[config.mk]
export PLATFORM = sky130hd
export DESIGN_NAME = commit_trace_recorder_flat
export DESIGN_NICKNAME = d
export VERILOG_FILES = /design/src/rtl/commit_trace_recorder_if.sv /design/src/rtl/commit_trace_recorder.sv /design/src/flat_wrapper.sv
export SDC_FILE = /design/constraint.sdc
export NUM_CORES = 2
export LEC_CHECK = 0
export CAP_MARGIN = 5
export CORE_MARGIN = 3
export CORE_UTILIZATION = 29
export DETAILED_ROUTE_END_ITERATION = 8
export PLACE_DENSITY = 0.54
export SLEW_MARGIN = 25
export SYNTH_ARGS = -nofsm -noshare
export SYNTH_HDL_FRONTEND = slang
export SYNTH_SLANG_ARGS = --single-unit
[constraint.sdc]
create_clock -name clk -period 35.5 [get_ports clk]
set_clock_uncertainty 0.05 [all_clocks]
set_input_delay 10.65 -clock clk [delete_from_list [all_inputs] [get_ports clk]]
set_output_delay 10.65 -clock clk [all_outputs]
set_load 0.03 [all_outputs]
[src/rtl/commit_trace_recorder_if.sv]
// Commit-event and trace-beat bundle between the core commit stage, the recorder and the beat sink.
interface commit_trace_recorder_if;
  logic        i_cmt_valid;
  logic        i_cmt_skip;
  logic        i_cmt_wen;
  logic [4:0]  i_cmt_wdest;
  logic [63:0] i_cmt_wdata;
  logic [63:0] i_cmt_pc;
  logic [31:0] i_cmt_inst;
  logic [63:0] i_a0;
  logic        o_beat_valid;
  logic [31:0] o_beat_data;
  logic        o_beat_last;
  logic        i_beat_ready;

  modport slave (
    input  i_cmt_valid, i_cmt_skip, i_cmt_wen, i_cmt_wdest, i_cmt_wdata,
    input  i_cmt_pc, i_cmt_inst, i_a0, i_beat_ready,
    output o_beat_valid, o_beat_data, o_beat_last
  );

  modport master (
    output i_cmt_valid, i_cmt_skip, i_cmt_wen, i_cmt_wdest, i_cmt_wdata,
    output i_cmt_pc, i_cmt_inst, i_a0, i_beat_ready,
    input  o_beat_valid, o_beat_data, o_beat_last
  );
endinterface

[src/rtl/commit_trace_recorder.sv]
// Buffers retired-instruction records and streams each as six 32-bit beats;
// also tracks cycle/instret/drop counters and latches the good-trap event.
module commit_trace_recorder #(
  parameter int DEPTH  = 8,
  parameter int DROP_W = 16
) (
  input  logic                   clk,
  input  logic                   rst,
  commit_trace_recorder_if.slave bus,
  output logic                   o_trap,
  output logic [2:0]             o_trap_code,
  output logic [63:0]            o_trap_pc,
  output logic [63:0]            o_cycle_cnt,
  output logic [63:0]            o_instr_cnt,
  output logic [DROP_W-1:0]      o_drop_cnt,
  output logic [$clog2(DEPTH):0] o_level
);
  localparam int AW = $clog2(DEPTH);
  localparam logic [AW:0] FULL_LVL = (AW+1)'(DEPTH);
  localparam logic [AW:0] PTR_ONE  = (AW+1)'(1);

  typedef struct packed {
    logic        skip;
    logic        wen;
    logic [4:0]  wdest;
    logic [63:0] pc;
    logic [31:0] inst;
    logic [63:0] wdata;
  } rec_t;

  rec_t              mem_q [DEPTH];
  rec_t              new_rec;
  rec_t              head;
  logic [AW:0]       wr_ptr_q, wr_ptr_d, rd_ptr_q, rd_ptr_d, level;
  logic [2:0]        idx_q, idx_d;
  logic              trap_q, trap_d;
  logic [2:0]        code_q, code_d;
  logic [63:0]       tpc_q, tpc_d, cyc_q, cyc_d, instr_q, instr_d;
  logic [DROP_W-1:0] drop_q, drop_d;
  logic [31:0]       beat;
  logic              empty, full, accept, is_trap, hs, pop, push, drop;
  logic              unused_a0_hi;

  assign unused_a0_hi = ^bus.i_a0[63:3];

  assign level   = wr_ptr_q - rd_ptr_q;
  assign empty   = (level == '0);
  assign full    = (level == FULL_LVL);
  assign accept  = bus.i_cmt_valid & ~trap_q;
  assign is_trap = accept & (bus.i_cmt_inst[6:0] == 7'h6b);
  assign hs      = ~empty & bus.i_beat_ready;
  assign pop     = hs & (idx_q == 3'd5);
  // A full FIFO still takes a record when its head leaves on this same edge.
  assign push    = accept & (~full | pop);
  assign drop    = accept & ~push;

  assign new_rec = '{skip: bus.i_cmt_skip, wen: bus.i_cmt_wen, wdest: bus.i_cmt_wdest,
                     pc: bus.i_cmt_pc, inst: bus.i_cmt_inst, wdata: bus.i_cmt_wdata};

  always_ff @(posedge clk) begin
    if (push) begin
      mem_q[wr_ptr_q[AW-1:0]] <= new_rec;
    end
  end

  assign head = mem_q[rd_ptr_q[AW-1:0]];

  always_comb begin
    beat = '0;
    case (idx_q)
      3'd0: beat = {8'hA5, 13'd0, head.skip, head.wen, 4'd0, head.wdest};
      3'd1: beat = head.pc[31:0];
      3'd2: beat = head.pc[63:32];
      3'd3: beat = head.inst;
      3'd4: beat = head.wdata[31:0];
      3'd5: beat = head.wdata[63:32];
      default: beat = '0;
    endcase
  end

  always_comb begin
    wr_ptr_d = push ? wr_ptr_q + PTR_ONE : wr_ptr_q;
    rd_ptr_d = pop ? rd_ptr_q + PTR_ONE : rd_ptr_q;
    idx_d    = idx_q;
    if (hs) begin
      idx_d = pop ? 3'd0 : idx_q + 3'd1;
    end
    trap_d  = trap_q | is_trap;
    code_d  = is_trap ? bus.i_a0[2:0] : code_q;
    tpc_d   = is_trap ? bus.i_cmt_pc : tpc_q;
    // The trap cycle itself is counted because trap_q is still low during it.
    cyc_d   = trap_q ? cyc_q : cyc_q + 64'd1;
    instr_d = accept ? instr_q + 64'd1 : instr_q;
    drop_d  = (drop && (drop_q != '1)) ? drop_q + DROP_W'(1) : drop_q;
  end

  always_ff @(posedge clk) begin
    if (rst) begin
      wr_ptr_q <= '0;
      rd_ptr_q <= '0;
      idx_q    <= '0;
      trap_q   <= 1'b0;
      code_q   <= '0;
      tpc_q    <= '0;
      cyc_q    <= '0;
      instr_q  <= '0;
      drop_q   <= '0;
    end else begin
      wr_ptr_q <= wr_ptr_d;
      rd_ptr_q <= rd_ptr_d;
      idx_q    <= idx_d;
      trap_q   <= trap_d;
      code_q   <= code_d;
      tpc_q    <= tpc_d;
      cyc_q    <= cyc_d;
      instr_q  <= instr_d;
      drop_q   <= drop_d;
    end
  end

  assign bus.o_beat_valid = ~empty;
  assign bus.o_beat_data  = empty ? 32'd0 : beat;
  assign bus.o_beat_last  = ~empty & (idx_q == 3'd5);
  assign o_trap      = trap_q;
  assign o_trap_code = code_q;
  assign o_trap_pc   = tpc_q;
  assign o_cycle_cnt = cyc_q;
  assign o_instr_cnt = instr_q;
  assign o_drop_cnt  = drop_q;
  assign o_level     = level;
endmodule

[src/flat_wrapper.sv]
// flat-port wrapper written by rule: the top's interface ports become plain ports
module commit_trace_recorder_flat 
#(
  parameter int DEPTH  = 8,
  parameter int DROP_W = 16
)
  (clk, rst, o_trap, o_trap_code, o_trap_pc, o_cycle_cnt, o_instr_cnt, o_drop_cnt, o_level, bus_i_cmt_valid, bus_i_cmt_skip, bus_i_cmt_wen, bus_i_cmt_wdest, bus_i_cmt_wdata, bus_i_cmt_pc, bus_i_cmt_inst, bus_i_a0, bus_i_beat_ready, bus_o_beat_valid, bus_o_beat_data, bus_o_beat_last);
  commit_trace_recorder_if bus_i ();
  input  logic clk;
  input  logic rst;
  output logic o_trap;
  output logic [2:0] o_trap_code;
  output logic [63:0] o_trap_pc;
  output logic [63:0] o_cycle_cnt;
  output logic [63:0] o_instr_cnt;
  output logic [DROP_W-1:0] o_drop_cnt;
  output logic [$clog2(DEPTH):0] o_level;
  input wire logic [$bits(bus_i.i_cmt_valid)-1:0] bus_i_cmt_valid;
  input wire logic [$bits(bus_i.i_cmt_skip)-1:0] bus_i_cmt_skip;
  input wire logic [$bits(bus_i.i_cmt_wen)-1:0] bus_i_cmt_wen;
  input wire logic [$bits(bus_i.i_cmt_wdest)-1:0] bus_i_cmt_wdest;
  input wire logic [$bits(bus_i.i_cmt_wdata)-1:0] bus_i_cmt_wdata;
  input wire logic [$bits(bus_i.i_cmt_pc)-1:0] bus_i_cmt_pc;
  input wire logic [$bits(bus_i.i_cmt_inst)-1:0] bus_i_cmt_inst;
  input wire logic [$bits(bus_i.i_a0)-1:0] bus_i_a0;
  input wire logic [$bits(bus_i.i_beat_ready)-1:0] bus_i_beat_ready;
  output wire logic [$bits(bus_i.o_beat_valid)-1:0] bus_o_beat_valid;
  output wire logic [$bits(bus_i.o_beat_data)-1:0] bus_o_beat_data;
  output wire logic [$bits(bus_i.o_beat_last)-1:0] bus_o_beat_last;
  assign bus_i.i_cmt_valid = bus_i_cmt_valid;
  assign bus_i.i_cmt_skip = bus_i_cmt_skip;
  assign bus_i.i_cmt_wen = bus_i_cmt_wen;
  assign bus_i.i_cmt_wdest = bus_i_cmt_wdest;
  assign bus_i.i_cmt_wdata = bus_i_cmt_wdata;
  assign bus_i.i_cmt_pc = bus_i_cmt_pc;
  assign bus_i.i_cmt_inst = bus_i_cmt_inst;
  assign bus_i.i_a0 = bus_i_a0;
  assign bus_i.i_beat_ready = bus_i_beat_ready;
  assign bus_o_beat_valid = bus_i.o_beat_valid;
  assign bus_o_beat_data = bus_i.o_beat_data;
  assign bus_o_beat_last = bus_i.o_beat_last;
  commit_trace_recorder #(.DEPTH(DEPTH), .DROP_W(DROP_W)) u_core (.clk(clk), .rst(rst), .bus(bus_i), .o_trap(o_trap), .o_trap_code(o_trap_code), .o_trap_pc(o_trap_pc), .o_cycle_cnt(o_cycle_cnt), .o_instr_cnt(o_instr_cnt), .o_drop_cnt(o_drop_cnt), .o_level(o_level));
endmodule
==> metrics.txt <==
Reg-to-Reg Start u_core.idx_q[2]; Placer Congestion 0.7728; M1 WL 72500 um; Resized cells post-CTS 0; post-synth top area cell edfxtp_1; ratio of cells with drive above 1 in the final layout 16.48%; CTS buffer count 169; clk sinks 1562; Highest Signal Layer met5; Die W 462.8 um; DPL Wire Length 104900 um; # DRC 0; I/O Pins 485; Final Max Slew Viols 0; count leader, synth edfxtp_1; # setup viols final 0; Initial DRC Count 2639; max-cap viol count 0; worst slew pin tran 1024 ps; first-pass GRT wire length 246300 um; syn nets 3687; Fillers 19662; CP endpoint bus_o_beat_data[4]; Seq/Total Area, Yosys 73.77%; r2r setup slk 29900 ps; hold buffers post-CTS 0; P&R area growth vs syn 21.89%; GRT Util Overall 15.71%; RSZ-0062 raised after global routing no; H-Tree Depth 4; CTS tree done; Max clock buf depth 3; Starting Density 29.20%; setup TNS 0 ps; final hold viol count 0; initial antenna violation count 59; Crit Reg-Reg Endpoint u_core.mem_q[7][149]; die area 0.2142 mm2; Primary FF master, synth edfxtp_1; drt total wl 171900 um; outcome complete, no violations; vias 33142; Initial DRT Pass Iterations 6; routed wl met3 14280 um; fin crit period 16310 ps; Post-synth EDFFs 1336; Synth top area share 66.29%; crit-path max FO 120; Post-Synthesis Cells 3438; WL/cell 25.04 um; # port buffers 423; Syn Area/Cell 17.60 um2; GR Overflow Total 0; CORE AREA 0.2073 mm2; min-delay worst type reg -> reg; Total Nets Final 4156; Post-CTS Setup Bufs 0; Die Height 462.8 um; number of global-route vias before repair 33622; Routed Antenna Nets 0; Final Cycle Share 45.94%; pin count of the biggest net entering global routing 151; Worst EP required 24800 ps; Setup Slack @ Placement 19820 ps; Async SR Flop Fraction 0%; largest cells by area after synthesis edfxtp_1, mux4_2, dfxtp_1, mux2i_1, nand2_1; worst vdd rail ir drop 46.76 uV; worst setup margin 19190 ps; Worst Setup End Kind output pin; worst r2r path cells 6; Worst-path clk slew 60 ps; P_leak 22.41 nW; Yosys warning total 0; Yosys reg bits 1562; hold depth 2; power per cell area 54.66 mW/mm2; Slew headroom 31.76%; most common library cells after synthesis edfxtp_1, mux4_2, nand2_1; Rows 167; number of vias per cell 4.829; Clk Latency, worst-skew pair 800 ps; Setup crit start kind flip-flop; fmax 61.32 MHz; met2 wire length 79860 um; Worst EP arrival 5610 ps; worst hold slack 404.0 ps; Synth cell types 61; crit path kind reg -> out; synthesized area 0.06052 mm2; clock root cell clkbuf_16
layout by cell type (no fill, tap or decap), types with 12 or more instances in the layout:
cell type / instances
a21oi_1: 144
a221o_1: 16
a221oi_1: 32
a22oi_1: 24
a31oi_1: 28
and3_1: 32
and4_1: 16
buf_4: 57
bufinv_16: 12
clkbuf_1: 39
clkbuf_16: 170
clkdlybuf4s50_1: 422
clkinv_1: 35
clkinv_2: 26
dfxtp_1: 223
diode_2: 22
edfxtp_1: 1336
ha_1: 12
inv_1: 32
mux2_2: 22
mux2i_1: 111
mux4_2: 290
nand2_1: 284
nand3_1: 58
nand4_1: 40
nor2_1: 152
nor2b_1: 13
nor3_1: 31
nor3_2: 12
o21ai_0: 50
or3_1: 32
xnor2_1: 54
xor2_1: 56
routing by layer:
layer  vias up  track usage (%)
met5         -                0
met4        20            5.310
met3       245            5.049
met2       979            24.47
met1     17285            20.68
li1      14613                -
worst min path at each step:
stage | startpoint | to | slack (ps)
after floorplan | u_core.idx_q[1] | u_core.idx_q[1] | 410
after global placement | u_core.o_trap_pc[57] | u_core.o_trap_pc[57] | 400
after detailed placement | u_core.o_trap_pc[18] | u_core.o_trap_pc[18] | 400
after CTS | u_core.o_trap_pc[31] | u_core.o_trap_pc[31] | 410
after global routing | u_core.o_trap_pc[43] | u_core.o_trap_pc[43] | 420
final | u_core.o_trap_pc[42] | u_core.o_trap_pc[42] | 400
flip-flops by register name (all words and copies together), names as in the netlist, named ones only:
| register | count |
|---|---|
| u_core.mem_q | 1336 |
| u_core.o_cycle_cnt | 64 |
| u_core.o_trap | 1 |
| u_core.o_instr_cnt | 64 |
| u_core.idx_q | 3 |
| u_core.rd_ptr_q | 4 |
| u_core.wr_ptr_q | 4 |
| u_core.o_drop_cnt | 16 |
| u_core.o_trap_pc | 64 |
| u_core.o_trap_code | 3 |
worst max-delay path: stages (launching register included):
cell and delay, ps:
dfxtp_4 950, buf_12 710, buf_12 380, buf_16 510, mux4_2 330, nand2_1 50, a21oi_1 270, a31oi_1 130
a21oi_1 520, clkdlybuf4s50_1 790
report_power, final:
part	leakage, nW	total (mW)	internal, mW	switching (mW)
clock network	2.68	1.74	0.996	0.744
logic	5.78	0.225	0.0732	0.152
registers	14.0	2.07	2.05	0.0130
total	22.4	4.03	3.12	0.909
stage by stage:
stage          power (mW)  utilization [%]  instance area (um2)  instances
2_1_floorplan       2.231                -                60520       3438
3_3_place_gp        2.331            32.86                68110       6522
3_5_place_dp        2.335            32.86                68110       6522
4_1_cts             4.085            35.54                73660       6839
5_1_grt             4.173            35.57                73730       6848
6_report            4.032            35.59                73760       6863
cell families after synthesis:
group | synth area share, %
adders and majority gates | 0.3019
muxes | 13.04
and+or+nand+nor | 5.890
DFF | 73.77
buffers and inverters | 1.561
AOI/OAI and AO/OA | 3.850
xor gates and xnor gates | 1.592
layout make-up:
| class | instances | area, um2 | share of cell area [%] |
|---|---|---|---|
| sequential | 1562 | 44650 | 60.54 |
| timing repair buffer | 491 | 4876 | 6.610 |
| multi-input combinational | 1650 | 15020 | 20.36 |
| antenna | 22 | 55.05 | 0.07463 |
| clock inverter | 100 | 1032 | 1.399 |
| inverter | 33 | 126.4 | 0.1713 |
| clock buffer | 217 | 4511 | 6.115 |
| tap | 2788 | 3488 | 4.729 |
Note: power is estimated with default switching activity, not from simulation.
